$ cat config.mk
export PLATFORM = sky130hd
export DESIGN_NAME = uart_rx
export DESIGN_NICKNAME = d
export VERILOG_FILES = /design/src/rtl/uart_rx.sv
export SDC_FILE = /design/constraint.sdc
export NUM_CORES = 1
export LEC_CHECK = 0
export ABC_AREA = 0
export CORE_ASPECT_RATIO = 1.5
export CORE_MARGIN = 1
export CORE_UTILIZATION = 55
export DETAILED_ROUTE_END_ITERATION = 16
export DONT_BUFFER_PORTS = 1
export PLACE_DENSITY = 0.75
export SLEW_MARGIN = 20
export SYNTH_ARGS = -nofsm -noshare
export SYNTH_HDL_FRONTEND = slang
export SYNTH_SLANG_ARGS = --single-unit
$ cat constraint.sdc
create_clock -name clk -period 1.8 [get_ports clk]
set_input_delay 0.36 -clock clk [delete_from_list [all_inputs] [get_ports clk]]
set_output_delay 0.36 -clock clk [all_outputs]
set_load 0.05 [all_outputs]
$ cat src/rtl/uart_rx.sv
// 8N1 UART receiver: synchronises rx_si, samples each bit at mid-bit and
// presents the received word with ready / framing-or-overrun error status.
module uart_rx #(
  parameter int CLKS_PER_BIT = 8,
  parameter int DATA_BITS    = 8
) (
  input  logic                 clk,
  input  logic                 rst_n,
  input  logic                 en,
  input  logic                 rx_si,
  input  logic                 rx_data_ack,
  output logic [DATA_BITS-1:0] rx_po,
  output logic                 rx_busy,
  output logic                 rx_ready,
  output logic                 rx_error
);

  // state | meaning
  // IDLE  | line idle, waiting for a falling edge on the synchronised input
  // START | half-bit wait, then confirm the start bit is still low
  // DATA  | sampling data bits at mid-bit, LSB first
  // STOP  | sampling the stop bit and publishing word/status
  typedef enum logic [1:0] {IDLE, START, DATA, STOP} state_t;

  localparam int TMR_W = $clog2(CLKS_PER_BIT);
  localparam int IDX_W = (DATA_BITS > 1) ? $clog2(DATA_BITS) : 1;
  localparam logic [TMR_W-1:0] HALF_LOAD = TMR_W'(CLKS_PER_BIT / 2 - 1);
  localparam logic [TMR_W-1:0] FULL_LOAD = TMR_W'(CLKS_PER_BIT - 1);
  localparam logic [IDX_W-1:0] LAST_IDX  = IDX_W'(DATA_BITS - 1);

  state_t               state;
  logic [TMR_W-1:0]     timer;
  logic [IDX_W-1:0]     bit_idx;
  logic [DATA_BITS-1:0] shreg;
  logic                 s_meta;
  logic                 s;
  logic                 s_prev;

  always_ff @(posedge clk or negedge rst_n) begin
    if (!rst_n) begin
      s_meta <= 1'b1;
      s      <= 1'b1;
      s_prev <= 1'b1;
    end else begin
      s_meta <= rx_si;
      s      <= s_meta;
      s_prev <= s;
    end
  end

  // Timer is a down-counter; each state acts when it reaches terminal count zero.
  always_ff @(posedge clk or negedge rst_n) begin
    if (!rst_n) begin
      state    <= IDLE;
      timer    <= '0;
      bit_idx  <= '0;
      shreg    <= '0;
      rx_po    <= '0;
      rx_busy  <= 1'b0;
      rx_ready <= 1'b0;
      rx_error <= 1'b0;
    end else begin
      if (rx_data_ack) begin
        rx_ready <= 1'b0;
        rx_error <= 1'b0;
      end
      if (!en && state != IDLE) begin
        state   <= IDLE;
        rx_busy <= 1'b0;
      end else begin
        case (state)
          IDLE: begin
            if (en && s_prev && !s) begin
              state   <= START;
              timer   <= HALF_LOAD;
              bit_idx <= '0;
              rx_busy <= 1'b1;
            end
          end
          START: begin
            if (timer != '0) begin
              timer <= timer - 1'b1;
            end else if (s) begin
              state   <= IDLE;
              rx_busy <= 1'b0;
            end else begin
              state <= DATA;
              timer <= FULL_LOAD;
            end
          end
          DATA: begin
            if (timer != '0) begin
              timer <= timer - 1'b1;
            end else begin
              shreg[bit_idx] <= s;
              timer          <= FULL_LOAD;
              if (bit_idx == LAST_IDX) state <= STOP;
              else bit_idx <= bit_idx + 1'b1;
            end
          end
          STOP: begin
            if (timer != '0) begin
              timer <= timer - 1'b1;
            end else begin
              state   <= IDLE;
              rx_busy <= 1'b0;
              rx_po   <= shreg;
              // Publishing outranks a same-cycle acknowledge.
              if (s) begin
                rx_ready <= 1'b1;
                if (rx_ready) rx_error <= 1'b1;
              end else begin
                rx_error <= 1'b1;
              end
            end
          end
          default: state <= IDLE;
        endcase
      end
    end
  end

endmodule

==> results.py <==
metrics = {
    "floorplanning": {
        "die_width_um": 45.32,
        "die_area_um2": 3035,
        "die_h_um": 66.97,
        "rows": 23,
        "ios": 16,
        "coreArea_um2": 2676,
        "initial_core_util_pct": 57.83,
    },
    "routing": {
        "dr_total_vias": 1099,
        "firstDrtPassIters": 4,
        "postRouteAntennaNets": 0,
        "vias_per_cell": 5.636,
        "drc_errors": 0,
        "routed_wl_um": 3049,
        "drt_iter0_markers": 21,
        "routedWlPerCell_um": 15.64,
    },
    "finish": {
        "drive_above_1_share_pct": 27.85,
        "synthToLayoutAreaGrowth_pct": 19.64,
        "layout.nets": 171,
        "diodes": 0,
        "final_util_pct": 69.19,
        "fill_cells": 210,
        "postLayoutCellArea_um2": 1852,
    },
    "clock_network": {
        "cts_tree": "yes",
        "insertion_delay_ns": 0.28,
        "cts_buffers": 5,
        "clock_sinks": 30,
        "clockBufferDepth": 2,
        "clockRootBuffer": "clkbuf_8",
        "cts_max_level": 2,
        "clk_pin_slew_worst_paths_ns": 0.06,
    },
    "synthesis": {
        "synthSimpleGateAreaFrac_pct": 13.18,
        "synth_top_area_share_pct": 43.65,
        "yosys.area.top_type": "dfrtp_1",
        "synth_cells": 134,
        "synth-edff-count": 0,
        "synth_compound_area_share_pct": 17.87,
        "avgSynthCellArea_um2": 11.55,
        "syn-num-nets": 148,
        "synth-xor-area-share_pct": 0,
        "synth.top_cells.by_count": "dfrtp_1, mux2_1, inv_1, ha_1, nand2_1",
        "yosysUniqueCellTypes": 43,
        "yosysWarnings": 0,
        "yosysMostFrequentCell": "dfrtp_1",
        "synthesis.area_um2": 1548,
        "synthTopCellsByArea": "dfrtp_1, mux2_1, ha_1",
        "synth_top_family_by_area": "compound AO/OA/AOI/OAI gates",
        "synth-seq-area-share_pct": 48.75,
        "synth-seq-cells": 30,
        "synthMuxAreaShare_pct": 9.297,
        "synth_flop_cell": "dfrtp_1",
        "synthAdderAreaFrac_pct": 7.276,
        "async_reset_ff_share_pct": 100.0,
    },
    "grt": {
        "grt_overflow_total": 0,
        "grt_max_degree": 31,
        "grt.total_usage_pct": 24.94,
        "grt_pass1_wl_um": 5223,
        "grt_antenna_before_repair": 0,
        "grt_pass1_vias": 1143,
    },
    "critical_path": {
        "cp-end-kind": "register",
        "path_max_fanout": 7,
        "crit_path_top_delay_cell": "dfrtp_1",
        "required_ns": 1.98,
        "slowest_delay_ns": 0.38,
        "cp.arrival_ns": 1.92,
        "path_cells": "buf_4 > ha_2 > buf_4 > a21boi_2 > a211o_1 > o41ai_2",
        "crit_type": "register to register",
        "path_common_cell": "buf_4",
        "start_kind": "register",
    },
    "place": {
        "numPortBuffers": 0,
        "place_hpwl_um": 2327,
        "gp_congestion": 0.8931,
        "pre_cts_slack_ns": 0.02321,
        "dpl-instance-area_um2": 1688,
    },
    "power": {
        "p_per_area_nw_per_um2": 1389,
        "ir_drop_v": 0.0007937,
        "p_leak_uw": 0.0008681,
    },
    "timing": {
        "fin_ws_ns": 0.05896,
        "tightestPinTransition_ns": 0.5230,
        "post-route-min-period_ns": 1.741,
        "finalCritPeriodShare_pct": 96.72,
        "setup_viol": 0,
        "slew_headroom_pct": 65.13,
        "fin_skew_ns": 0.003126,
        "hold_violations": 0,
        "finalSetupTns_ns": 0,
        "maxSlewViolCount": 0,
        "clock.fmax_mhz": 574.4,
    },
    "min_path": {
        "min_path_type": "input pin to register",
    },
    "run": {
        "drv_cap": 0,
    },
    "run_status": {
        "status": "completed",
    },
}
kinds of logic after synthesis:
kind of cell               Yosys count
DFF                                 30
muxes                               13
buffers and inverters               12
and+or+nand+nor                     32
AOI/OAI and AO/OA                   38
adders and majority gates            9
metrics by stage:
step | instances | hold WS (ns) | power [uW]
after global routing | 195 | 0.05977 | 2769
after CTS | 194 | 0.06658 | 2488
after global placement | 184 | 0.06493 | 1875
after floorplan | 134 | 0.06441 | 1617
final | 195 | 0.07415 | 2573
after detailed placement | 184 | 0.06493 | 1919
final cells by class:
type | count | area (um2) | area share, %
multi-input combinational | 92 | 768.2 | 41.49
tap | 37 | 46.29 | 2.500
timing repair buffer | 18 | 153.9 | 8.311
clock inverter | 1 | 5.005 | 0.2703
inverter | 10 | 37.54 | 2.027
clock buffer | 7 | 86.33 | 4.662
sequential | 30 | 754.5 | 40.74
layout by cell type (no fill, tap or decap), types with 3 or more instances in the layout:
cell / synthesis / routed
dfrtp_1: 27 / 27
buf_4: 1 / 15
mux2_1: 11 / 11
inv_1: 10 / 9
nand2_1: 7 / 7
ha_1: 9 / 7
o31ai_1: 6 / 6
o21ai_0: 6 / 6
clkbuf_8: 0 / 6
nor2_1: 5 / 4
o21ai_1: 4 / 4
a21oi_1: 4 / 4
nand2b_1: 3 / 3
dfstp_2: 3 / 3
metal layers:
metal	global-route usage, %	vias up	routed length [um]
li1	-	537	-
met1	26.80	519	1194
met2	41.30	28	1609
met3	5.420	15	103
met4	18.18	0	141
met5	0	-	0
worst paths after layout:
path / slack [ns] / cells past startpoint / end / start
worst max-delay path: 0.06 / 6 / state[1]$_DFFE_PN0P_ / state[1]$_DFFE_PN0P_
worst min-delay path: 0.07 / 0 / s_meta$_DFF_PN1_ / rx_si
worst max register to register: 0.06 / 6 / state[1]$_DFFE_PN0P_ / state[1]$_DFFE_PN0P_
worst min register to register: 0.36 / 0 / s$_DFF_PN1_ / s_meta$_DFF_PN1_
max in group asynchronous: 1.04 / 2 / s_meta$_DFF_PN1_ / rst_n
min in group asynchronous: 0.53 / 2 / rx_po[7]$_DFFE_PN0P_ / rst_n
registers in the layout (all words and copies together) (netlist names), 2 cells and up:
name     count
shreg        8
rx_po        8
state        2
bit_idx      3
timer        3
critical path: cells and delay by family (launching register included):
| family | cells | cell delay, ns |
|---|---|---|
| AOI/OAI and AO/OA | 3 | 0.76 |
| DFF | 1 | 0.38 |
| buffers and inverters | 2 | 0.32 |
| adders and majority gates | 1 | 0.18 |
where the power goes:
part	leakage, uW	total [uW]	switching [uW]	internal [uW]
clock network	0.0000482	543	235	307
logic	0.000422	1140	591	551
registers	0.000398	888	117	770
total	0.000868	2570	943	1630
timing repair:
action,CTS,global route
hold endpoints to repair,30,0
hold buffers,2,0
buffers inserted,0,1
gates resized for setup,0,10
setup endpoints to repair,0,9
(Power assumes the default switching activity.)
